### config.mk
export PLATFORM = sky130hd
export DESIGN_NAME = dsa_avalon_slave_pipe
export DESIGN_NICKNAME = d
export VERILOG_FILES = /design/src/rtl/dsa_avalon_pkg.sv /design/src/rtl/dsa_sync_fifo.sv /design/src/rtl/dsa_avalon_slave_pipe.sv
export SDC_FILE = /design/constraint.sdc
export NUM_CORES = 1
export LEC_CHECK = 0
export ABC_AREA = 1
export ABC_CLOCK_PERIOD_IN_PS = 3800
export CORE_UTILIZATION = 49
export CTS_BUF_LIST = sky130_fd_sc_hd__clkbuf_8
export DETAILED_ROUTE_END_ITERATION = 7
export GPL_TIMING_DRIVEN = 0
export PLACE_DENSITY = 0.88
export REMOVE_ABC_BUFFERS = 1
export SYNTH_ARGS = -nofsm -noshare
export SYNTH_HDL_FRONTEND = slang
export SYNTH_SLANG_ARGS = --single-unit
### constraint.sdc
create_clock -name clk -period 3.8 [get_ports clk]
set_input_delay 0.76 -clock clk [delete_from_list [all_inputs] [get_ports clk]]
set_output_delay 0.76 -clock clk [all_outputs]
set_load 0.005 [all_outputs]
### src/rtl/dsa_avalon_pkg.sv
// ---------------------------------------------------------------------------
// dsa_avalon_pkg
// Shared types and constants for the Avalon-MM slave command pipe.
//   dsa_cmd_t  : one queued command {is_write, addr, wdata, be}, laid out
//                MSB to LSB in exactly this order. The top packs its FIFO
//                words in the same order.
//   ADDR_W / DATA_W / BE_W : widths of the default configuration.
//   cmd_width(): packed width of a command for any address/data width.
// ---------------------------------------------------------------------------
package dsa_avalon_pkg;

   localparam int ADDR_W = 16;
   localparam int DATA_W = 32;
   localparam int BE_W   = DATA_W / 8;

   typedef struct packed {
      logic              is_write;
      logic [ADDR_W-1:0] addr;
      logic [DATA_W-1:0] wdata;
      logic [BE_W-1:0]   be;
   } dsa_cmd_t;

   function automatic int cmd_width(input int aw, input int dw);
      return 1 + aw + dw + (dw / 8);
   endfunction

endpackage

### src/rtl/dsa_sync_fifo.sv
// ---------------------------------------------------------------------------
// dsa_sync_fifo
// Single-clock FIFO with registered storage and a show-ahead head word.
// Ports:
//   clk, reset      : rising-edge clock, synchronous active-high reset
//   push, din       : write din when push is high and the FIFO is not full
//   pop, dout       : dout is the current head; pop removes it if not empty
//   full, empty     : status, derived from the registered occupancy
//   count           : current occupancy (0..DEPTH)
// DEPTH must be a power of two (pointers wrap naturally), at least 2.
// ---------------------------------------------------------------------------
module dsa_sync_fifo #(
   parameter int WIDTH = 8,
   parameter int DEPTH = 4
) (
   input  logic                       clk,
   input  logic                       reset,
   input  logic                       push,
   input  logic                       pop,
   input  logic [WIDTH-1:0]           din,
   output logic [WIDTH-1:0]           dout,
   output logic                       full,
   output logic                       empty,
   output logic [$clog2(DEPTH+1)-1:0] count
);

   localparam int PW = $clog2(DEPTH);
   localparam int CW = $clog2(DEPTH+1);

   logic [WIDTH-1:0] mem_q [DEPTH];
   logic [PW-1:0]    wr_ptr_q, wr_ptr_d;
   logic [PW-1:0]    rd_ptr_q, rd_ptr_d;
   logic [CW-1:0]    count_q, count_d;
   logic             do_push, do_pop;

   assign full    = (count_q == CW'(DEPTH));
   assign empty   = (count_q == '0);
   assign count   = count_q;
   assign do_push = push & ~full;
   assign do_pop  = pop & ~empty;
   assign dout    = mem_q[rd_ptr_q];

   always_comb begin
      wr_ptr_d = wr_ptr_q;
      rd_ptr_d = rd_ptr_q;
      count_d  = count_q;
      if (do_push) wr_ptr_d = wr_ptr_q + 1'b1;
      if (do_pop)  rd_ptr_d = rd_ptr_q + 1'b1;
      case ({do_push, do_pop})
         2'b10:   count_d = count_q + 1'b1;
         2'b01:   count_d = count_q - 1'b1;
         default: count_d = count_q;
      endcase
   end

   always_ff @(posedge clk) begin
      if (reset) begin
         wr_ptr_q <= '0;
         rd_ptr_q <= '0;
         count_q  <= '0;
      end else begin
         wr_ptr_q <= wr_ptr_d;
         rd_ptr_q <= rd_ptr_d;
         count_q  <= count_d;
      end
   end

   // Storage needs no reset: a stale word is never visible while empty.
   always_ff @(posedge clk) begin
      if (do_push) mem_q[wr_ptr_q] <= din;
   end

endmodule

### src/rtl/dsa_avalon_slave_pipe.sv
// ---------------------------------------------------------------------------
// dsa_avalon_slave_pipe
// Avalon-MM pipelined slave that queues commands and forwards them to a
// simple host-side command port, returning in-order read data.
// Ports:
//   clk, reset                 : rising-edge clock, sync active-high reset
//   avs_address/read/write/byteenable/writedata : Avalon command inputs
//   avs_waitrequest            : command backpressure
//   avs_readdata/readdatavalid : registered read response
//   h_wr_en/h_rd_en/h_addr/h_wdata/h_be : FIFO head presented downstream
//   h_ready                    : downstream takes the head this cycle
//   h_rdata/h_rvalid           : in-order read response from downstream
//   pending                    : reads accepted but not yet answered
//   err_unexp_rvalid           : sticky, h_rvalid seen with nothing pending
//
// Handshakes: an Avalon command transfers on a rising edge where
// (avs_read|avs_write) & !avs_waitrequest. A host command transfers on a
// rising edge where (h_wr_en|h_rd_en) & h_ready; while the enable is high
// and h_ready low, every h_* output holds. avs_readdatavalid and h_rvalid
// are pure strobes with no backpressure.
// ---------------------------------------------------------------------------
module dsa_avalon_slave_pipe
   import dsa_avalon_pkg::*;
#(
   parameter int ADDR_WIDTH  = 16,
   parameter int DATA_WIDTH  = 32,
   parameter int CMD_DEPTH   = 4,
   parameter int MAX_PENDING = 4
) (
   input  logic                             clk,
   input  logic                             reset,
   input  logic [ADDR_WIDTH-1:0]            avs_address,
   input  logic                             avs_read,
   input  logic                             avs_write,
   input  logic [DATA_WIDTH/8-1:0]          avs_byteenable,
   input  logic [DATA_WIDTH-1:0]            avs_writedata,
   output logic                             avs_waitrequest,
   output logic [DATA_WIDTH-1:0]            avs_readdata,
   output logic                             avs_readdatavalid,
   output logic                             h_wr_en,
   output logic                             h_rd_en,
   output logic [ADDR_WIDTH-1:0]            h_addr,
   output logic [DATA_WIDTH-1:0]            h_wdata,
   output logic [DATA_WIDTH/8-1:0]          h_be,
   input  logic                             h_ready,
   input  logic [DATA_WIDTH-1:0]            h_rdata,
   input  logic                             h_rvalid,
   output logic [$clog2(MAX_PENDING+1)-1:0] pending,
   output logic                             err_unexp_rvalid
);

   localparam int BEW    = DATA_WIDTH / 8;
   localparam int CMD_W  = cmd_width(ADDR_WIDTH, DATA_WIDTH);
   localparam int PEND_W = $clog2(MAX_PENDING+1);
   localparam int CNT_W  = $clog2(CMD_DEPTH+1);
   localparam logic [PEND_W-1:0] PEND_MAX = PEND_W'(MAX_PENDING);

   // Command FIFO
   logic             fifo_push, fifo_pop, fifo_full, fifo_empty;
   logic [CMD_W-1:0] fifo_din, fifo_dout;
   logic [CNT_W-1:0] fifo_count;

   // Read tracking and response registers
   logic [PEND_W-1:0]     pending_q, pending_d;
   logic                  err_q, err_d;
   logic                  rdv_q;
   logic [DATA_WIDTH-1:0] rdata_q;

   logic                  accept, rd_accept, rsp_ok, rsp_unexp;
   logic [DATA_WIDTH-1:0] push_wdata;
   logic [BEW-1:0]        push_be;

   // Held low while reset is asserted so the master never sees a stall
   // caused by state that is about to be cleared.
   assign avs_waitrequest = ~reset &
                            (fifo_full | (avs_read & (pending_q == PEND_MAX)));

   // avs_read wins if a master illegally raises both strobes.
   assign accept    = (avs_read | avs_write) & ~avs_waitrequest & ~reset;
   assign rd_accept = accept & avs_read;

   // A write with no byte lanes enabled is acknowledged but dropped.
   assign fifo_push  = accept & (avs_read | (|avs_byteenable));
   assign push_wdata = avs_read ? '0 : avs_writedata;
   assign push_be    = avs_read ? '1 : avs_byteenable;
   assign fifo_din   = {~avs_read, avs_address, push_wdata, push_be};

   assign fifo_pop = h_ready & ~fifo_empty;

   dsa_sync_fifo #(
      .WIDTH (CMD_W),
      .DEPTH (CMD_DEPTH)
   ) u_cmd_fifo (
      .clk   (clk),
      .reset (reset),
      .push  (fifo_push),
      .pop   (fifo_pop),
      .din   (fifo_din),
      .dout  (fifo_dout),
      .full  (fifo_full),
      .empty (fifo_empty),
      .count (fifo_count)
   );

   // Head decode; everything is forced to zero while the queue is empty.
   always_comb begin
      h_wr_en = 1'b0;
      h_rd_en = 1'b0;
      h_addr  = '0;
      h_wdata = '0;
      h_be    = '0;
      if (!fifo_empty) begin
         h_wr_en = fifo_dout[CMD_W-1];
         h_rd_en = ~fifo_dout[CMD_W-1];
         h_addr  = fifo_dout[CMD_W-2 -: ADDR_WIDTH];
         h_wdata = fifo_dout[BEW +: DATA_WIDTH];
         h_be    = fifo_dout[BEW-1:0];
      end
   end

   // A response only counts when something is outstanding; otherwise it is
   // swallowed and flagged.
   assign rsp_ok    = h_rvalid & (pending_q != '0);
   assign rsp_unexp = h_rvalid & (pending_q == '0);

   always_comb begin
      pending_d = pending_q;
      case ({rd_accept, rsp_ok})
         2'b10:   pending_d = pending_q + 1'b1;
         2'b01:   pending_d = pending_q - 1'b1;
         default: pending_d = pending_q;
      endcase
      err_d = err_q | rsp_unexp;
   end

   always_ff @(posedge clk) begin
      if (reset) begin
         pending_q <= '0;
         err_q     <= 1'b0;
         rdv_q     <= 1'b0;
         rdata_q   <= '0;
      end else begin
         pending_q <= pending_d;
         err_q     <= err_d;
         rdv_q     <= rsp_ok;
         if (rsp_ok) rdata_q <= h_rdata;
      end
   end

   assign pending           = pending_q;
   assign err_unexp_rvalid  = err_q;
   assign avs_readdatavalid = rdv_q;
   assign avs_readdata      = rdata_q;

   // Occupancy and full flag must always agree.
   always_ff @(posedge clk) begin
      if (!reset) begin
         assert (fifo_full == (fifo_count == CNT_W'(CMD_DEPTH)))
            else $error("fifo full flag disagrees with occupancy");
      end
   end

endmodule
# ---- After elaboration in Yosys (flattened, before gate mapping)
# Memories as Yosys holds them, arrays and structs flattened. A register that Yosys moved wholly into a read port is not among the register bits.
# Index checks and enable logic that the tools add are counted.
dict set report totals {
  regBits 44
  input_bits 90
  out_inout_bits 92
  ramBits 212
  latch_bits 0
  romBits 0
  mem_count 1
  wordCells 60
}
dict set report classes {
  n_eq_ne 6
  n_mul 0
  magnitude_cmp 0
  n_bitwise 21
  div 0
  n_shift 0
  n_mux 13
  n_addsub 6
  n_reduce_logical 6
}
# name words word_bits read_ports rd_ports_with_merged_regs write_ports line
set mem_list {}
lappend mem_list {u_cmd_fifo.mem_q 4 53 1 1 1 dsa_sync_fifo.sv:30} ;# logic [WIDTH-1:0] mem_q [DEPTH];
# cell count
set op_table {}
lappend op_table {{two-way mux 32 bit} 2}
lappend op_table {{two-way mux 16 bit} 1}
lappend op_table {{case mux 3 bit (2 select lines)} 2}
lappend op_table {{AND 1 bit} 11}
lappend op_table {{two-way mux 4 bit} 2}
lappend op_table {{adder 3 x 1 -> 3 bit, second input constant} 2}
lappend op_table {{equality test 3 bit, second input constant} 2}
lappend op_table {{logical NOT 3 bit} 2}
lappend op_table {{inverter 1 bit} 6}
lappend op_table {{subtractor 3 x 1 -> 3 bit, second input constant} 2}
lappend op_table {{adder 2 x 1 -> 2 bit, second input constant} 2}
lappend op_table {{equality test 2 x 1 -> 1 bit, second input constant} 2}
lappend op_table {{equality test 2 bit, second input constant} 2}
lappend op_table {{two-way mux 1 bit} 4}
lappend op_table {{two-way mux 2 bit} 2}
lappend op_table {{OR 1 bit} 4}
lappend op_table {{nonzero test 2 bit} 2}
lappend op_table {{OR reduction 4 bit} 1}
lappend op_table {{nonzero test 3 bit} 1}

# ---- Depth between registers and ports, before layout
dict set report depth {
  depth_word 11
  depth_mapped 15
}

# ---- By module
# A second synthesis with hierarchy kept.
dict set report hier_totals {
  hier_cells 1023
  hier_area_um2 11009.3
}
# mod cells_per_inst instances area_each_um2
set modules_own_cells {}
lappend modules_own_cells {dsa_sync_fifo 583 1 8519.4}
lappend modules_own_cells {dsa_avalon_slave_pipe 440 1 2489.9}

# ---- Worst setup path after synthesis
# Ideal clock, no wire load.
dict set report synth_timing {
  path_kind {in2reg}
  from {input avs_read}
  to {memory u_cmd_fifo.mem_q[0][0] (netlist bit), enable pin}
  cell_stages 8
  arrival_time_ns 3.580
  required_ns 3.336
  setup_time_ns 0.464
  setup_slack_ns -0.244
  cell_sequence {buf_6 -> nand2_1 -> inv_1 -> nand2_1 -> nand3_1 -> nor2_2 -> inv_2 -> nor2_1}
}
dict set report synth_via {
  elab_chain_cells 10
  word_cells_on_any_way 12
  classes_between {mux: 2; bitwise: 10}
}
# item line
set synth_rtl {}
lappend synth_rtl {{start: declaration} dsa_avalon_slave_pipe.sv:33} ;# input logic avs_read,
lappend synth_rtl {{AND 1 bit} dsa_avalon_slave_pipe.sv:76} ;# (fifo_full | (avs_read & (pending_q == PEND_MAX)));
lappend synth_rtl {{OR 1 bit} dsa_avalon_slave_pipe.sv:76}
lappend synth_rtl {{AND 1 bit} dsa_avalon_slave_pipe.sv:75} ;# assign avs_waitrequest = ~reset &
lappend synth_rtl {{inverter 1 bit} dsa_avalon_slave_pipe.sv:79} ;# assign accept = (avs_read | avs_write) & ~avs_waitrequest & ~reset;
lappend synth_rtl {{AND 1 bit (2 in series)} dsa_avalon_slave_pipe.sv:79}
lappend synth_rtl {{AND 1 bit (*)} dsa_avalon_slave_pipe.sv:83} ;# assign fifo_push = accept & (avs_read | (|avs_byteenable));
lappend synth_rtl {{AND 1 bit (*)} dsa_sync_fifo.sv:39} ;# assign do_push = push & ~full;
lappend synth_rtl {{two-way mux 1 bit (*)} dsa_sync_fifo.sv:70} ;# if (do_push) mem_q[wr_ptr_q] <= din;
lappend synth_rtl {{two-way mux 1 bit (not written as such) (*)} dsa_sync_fifo.sv:70}
lappend synth_rtl {{end: declaration} dsa_sync_fifo.sv:30}
# Mark *: on every way between the ends. The rest lies on a longest branch, timed or not.

==> impl_metrics.json <==
{
  "wl_met3_um": 1930,
  "clkSinkCount": 258,
  "path_clk_slew_ns": 0.06,
  "grt_start_max_net_pins": 107,
  "hold_path_depth": 2,
  "highest_layer": "met4",
  "wl_um": 22400,
  "drc": 0,
  "synth_edf_count": 212,
  "arrival_ns": 2.74,
  "register_area_um2": 7290,
  "grt_use_total_pct": 20.8,
  "drt-met1-wl_um": 8800,
  "outcome": "finished, final reports clean",
  "gp_congestion": 0.734,
  "tritoncts": "built",
  "core_um2": 20500,
  "yosysWarnings": 0,
  "ys.flop_type": "edfxtp_1",
  "tightest_slew_ns": 1.19,
  "first_global_vias": 7421,
  "numCtsBuffers": 40,
  "post_cts_buffers": 0,
  "setup_viol": 0,
  "grt_pass1_wl_um": 35100,
  "overflow": 0,
  "cap_violations": 0,
  "start_util_pct": 50.5,
  "powerDensity_nw_per_um2": 638,
  "slew_violations": 0,
  "worstSetupEndpointType": "output port",
  "yosys-top-cells-count": "nor2_1 (329), edfxtp_1 (212), o21ai_0 (103), a21oi_1 (62), inv_1 (58)",
  "synthToLayoutAreaGrowth_pct": 26.7,
  "fp.dieH_um": 147,
  "p_leak_nw": 4.75,
  "clock_skew_ns": 0.0224,
  "min_from": "err_unexp_rvalid$_SDFF_PP0_",
  "diodes": 0,
  "fin_nets": 1228,
  "start_kind": "register",
  "first_pass_iters": 5,
  "reg2regPathDepth": 12,
  "nFillCells": 1537,
  "ys_ff_latch": 258,
  "drt-initial-drc-count": 493,
  "synthTopCellsByArea": "edfxtp_1 (62%), nor2_1 (12%), dfxtp_1 (8.9%), o21ai_0 (5.0%), a21oi_1 (3.0%)",
  "avgViaCountPerCell": 5.16,
  "fin_total_pwr_mw": 8.37,
  "hold_path.class": "register to register",
  "r2r_setup_slack_ns": 1.18,
  "fmax_ghz": 0.286,
  "clk_path_buf_depth": 3,
  "reg2reg_from": "pending[1]$_SDFFE_PP0P_",
  "ir_worst_vdd_mv": 0.479,
  "ctsHtreeMaxLevel": 2,
  "async_flop_share_pct": 0,
  "yosysTopAreaCell": "edfxtp_1",
  "rr_endpoint": "pending[2]$_SDFFE_PP0P_",
  "period_share_pct": 92.1,
  "num_rows": 52,
  "rsz0062_at_grt": "no",
  "holdWs_ns": 0.451,
  "ys_seq_area_share_pct": 70.4,
  "drive_above_1_share_pct": 6.40,
  "pin_count": 182,
  "synth.top_cell.area_share_pct": 61.5,
  "io_buffers": 181,
  "required_ns": 3.04,
  "detail-route-antenna-nets": 0,
  "worstSetupPathType": "register to output port",
  "worstPathMaxFanout": 106,
  "synth.distinct_cells": 22,
  "synth_cells": 952,
  "dieArea_um2": 21700,
  "synth_most_common_cell": "nor2_1",
  "hpwl_um": 13000,
  "period_minus_slack_ns": 3.50,
  "hold_end": "err_unexp_rvalid$_SDFF_PP0_",
  "finalHoldViolCount": 0,
  "insertion_delay_ns": 0.53,
  "clock-root-buffer": "clkbuf_8",
  "num_vias": 7366,
  "die_x_um": 147,
  "multiInputGateArea_um2": 2560,
  "syn_area_per_cell_um2": 10.9,
  "wire_per_inst_um": 15.7,
  "antenna_found_initial": 0,
  "max_slew_margin_pct": 20.7,
  "route.met2.wl_um": 11200,
  "synthesis.area_um2": 10400
}
[registers in the layout, indices dropped and copies added (netlist names), named ones only]
| name | cells |
|---|---|
| u_cmd_fifo.mem_q | 212 |
| avs_readdata | 32 |
| err_unexp_rvalid | 1 |
| u_cmd_fifo.wr_ptr_q | 2 |
| u_cmd_fifo.rd_ptr_q | 2 |
| u_cmd_fifo.count | 3 |
| pending | 3 |
| avs_readdatavalid | 1 |
[layout by cell type, fill, tap and decap left out, drive strengths merged]
master,synthesis,layout
or2,1,1
ha,6,6
nor2,331,331
a21oi,62,62
clkinv,0,14
inv,64,77
clkbuf,22,41
edfxtp,212,212
clkdlybuf4s50,0,180
nand3,9,9
nand2,24,24
fa,2,2
o21ai,141,141
nor3,1,1
clkinvlp,0,1
dfxtp,46,46
buf,31,9
[cells by family (layout without fill, tap and decap cells)]
family                   count (synthesis)  in the layout  synth area share, %
AND/OR/NAND/NOR                        366            366                 13.5
flip-flops                             258            258                 70.4
AO/OA/AOI/OAI                          203            203                 9.82
buffers and inverters                  117            322                 5.19
adder cells (fa/ha/maj)                  8              8                 1.11
[layer usage]
layer / vias to the layer above / track usage [%]
li1: 3560 / -
met1: 3454 / 23.7
met2: 314 / 37.1
met3: 38 / 5.65
met4: 0 / 7.84
met5: - / 0
[stage by stage]
stage | TNS, ns | cell area [µm²] | worst slack (ns) | instances | util, %
after global routing | 0 | 13100 | 0.0106 | 1427 | 64.0
final | 0 | 13100 | 0.300 | 1427 | 64.0
after detailed placement | 0 | 12400 | 0.245 | 1358 | 60.6
after floorplan | -34.56 | 10100 | -0.228 | 899 | -
after CTS | 0 | 13100 | 0.0302 | 1427 | 64.0
after global placement | -944.64 | 12200 | -4.02 | 1350 | 59.6
[worst max-delay path by stage]
stage                  start                           endpoint  depth (start not counted)
detailed placement  avs_read  u_cmd_fifo.mem_q[3][40]$_DFFE_PP_                          8
CTS                 register                         h_wdata[8]                          4
global route        register                         h_wdata[1]                          4
finish              register                            h_rd_en                          5
global placement    avs_read  u_cmd_fifo.mem_q[1][48]$_DFFE_PP_                          7
floorplan           register                            h_rd_en                          4
[critical path: stages (launching register included)]
cell and delay (ns):
dfxtp_4 0.75, inv_6 0.37, nand2_1 0.17, nand3_1 0.10, a21oi_1 0.17, clkdlybuf4s50_1 0.53
[repair_timing]
action                     CTS  global route
gates resized for setup      2             1
setup endpoints to repair   54            46
cloned                       0             0
hold buffers                 0             0
[power by group]
| part | switching, mW | internal (mW) | total, mW |
|---|---|---|---|
| Combinational | 1.44 | 1.30 | 2.75 |
| Clock | 0.994 | 1.01 | 2.00 |
| Sequential | 0.202 | 3.41 | 3.61 |
[cell type report]
| cell class | count | area share (%) |
|---|---|---|
| sequential | 258 | 55.6 |
| multi-input combinational | 577 | 19.5 |
| timing repair buffer | 189 | 15.1 |
| clock buffer | 41 | 4.30 |
| tap | 270 | 2.58 |
| inverter | 64 | 1.89 |
| clock inverter | 28 | 0.973 |
(Power assumes the default switching activity.)
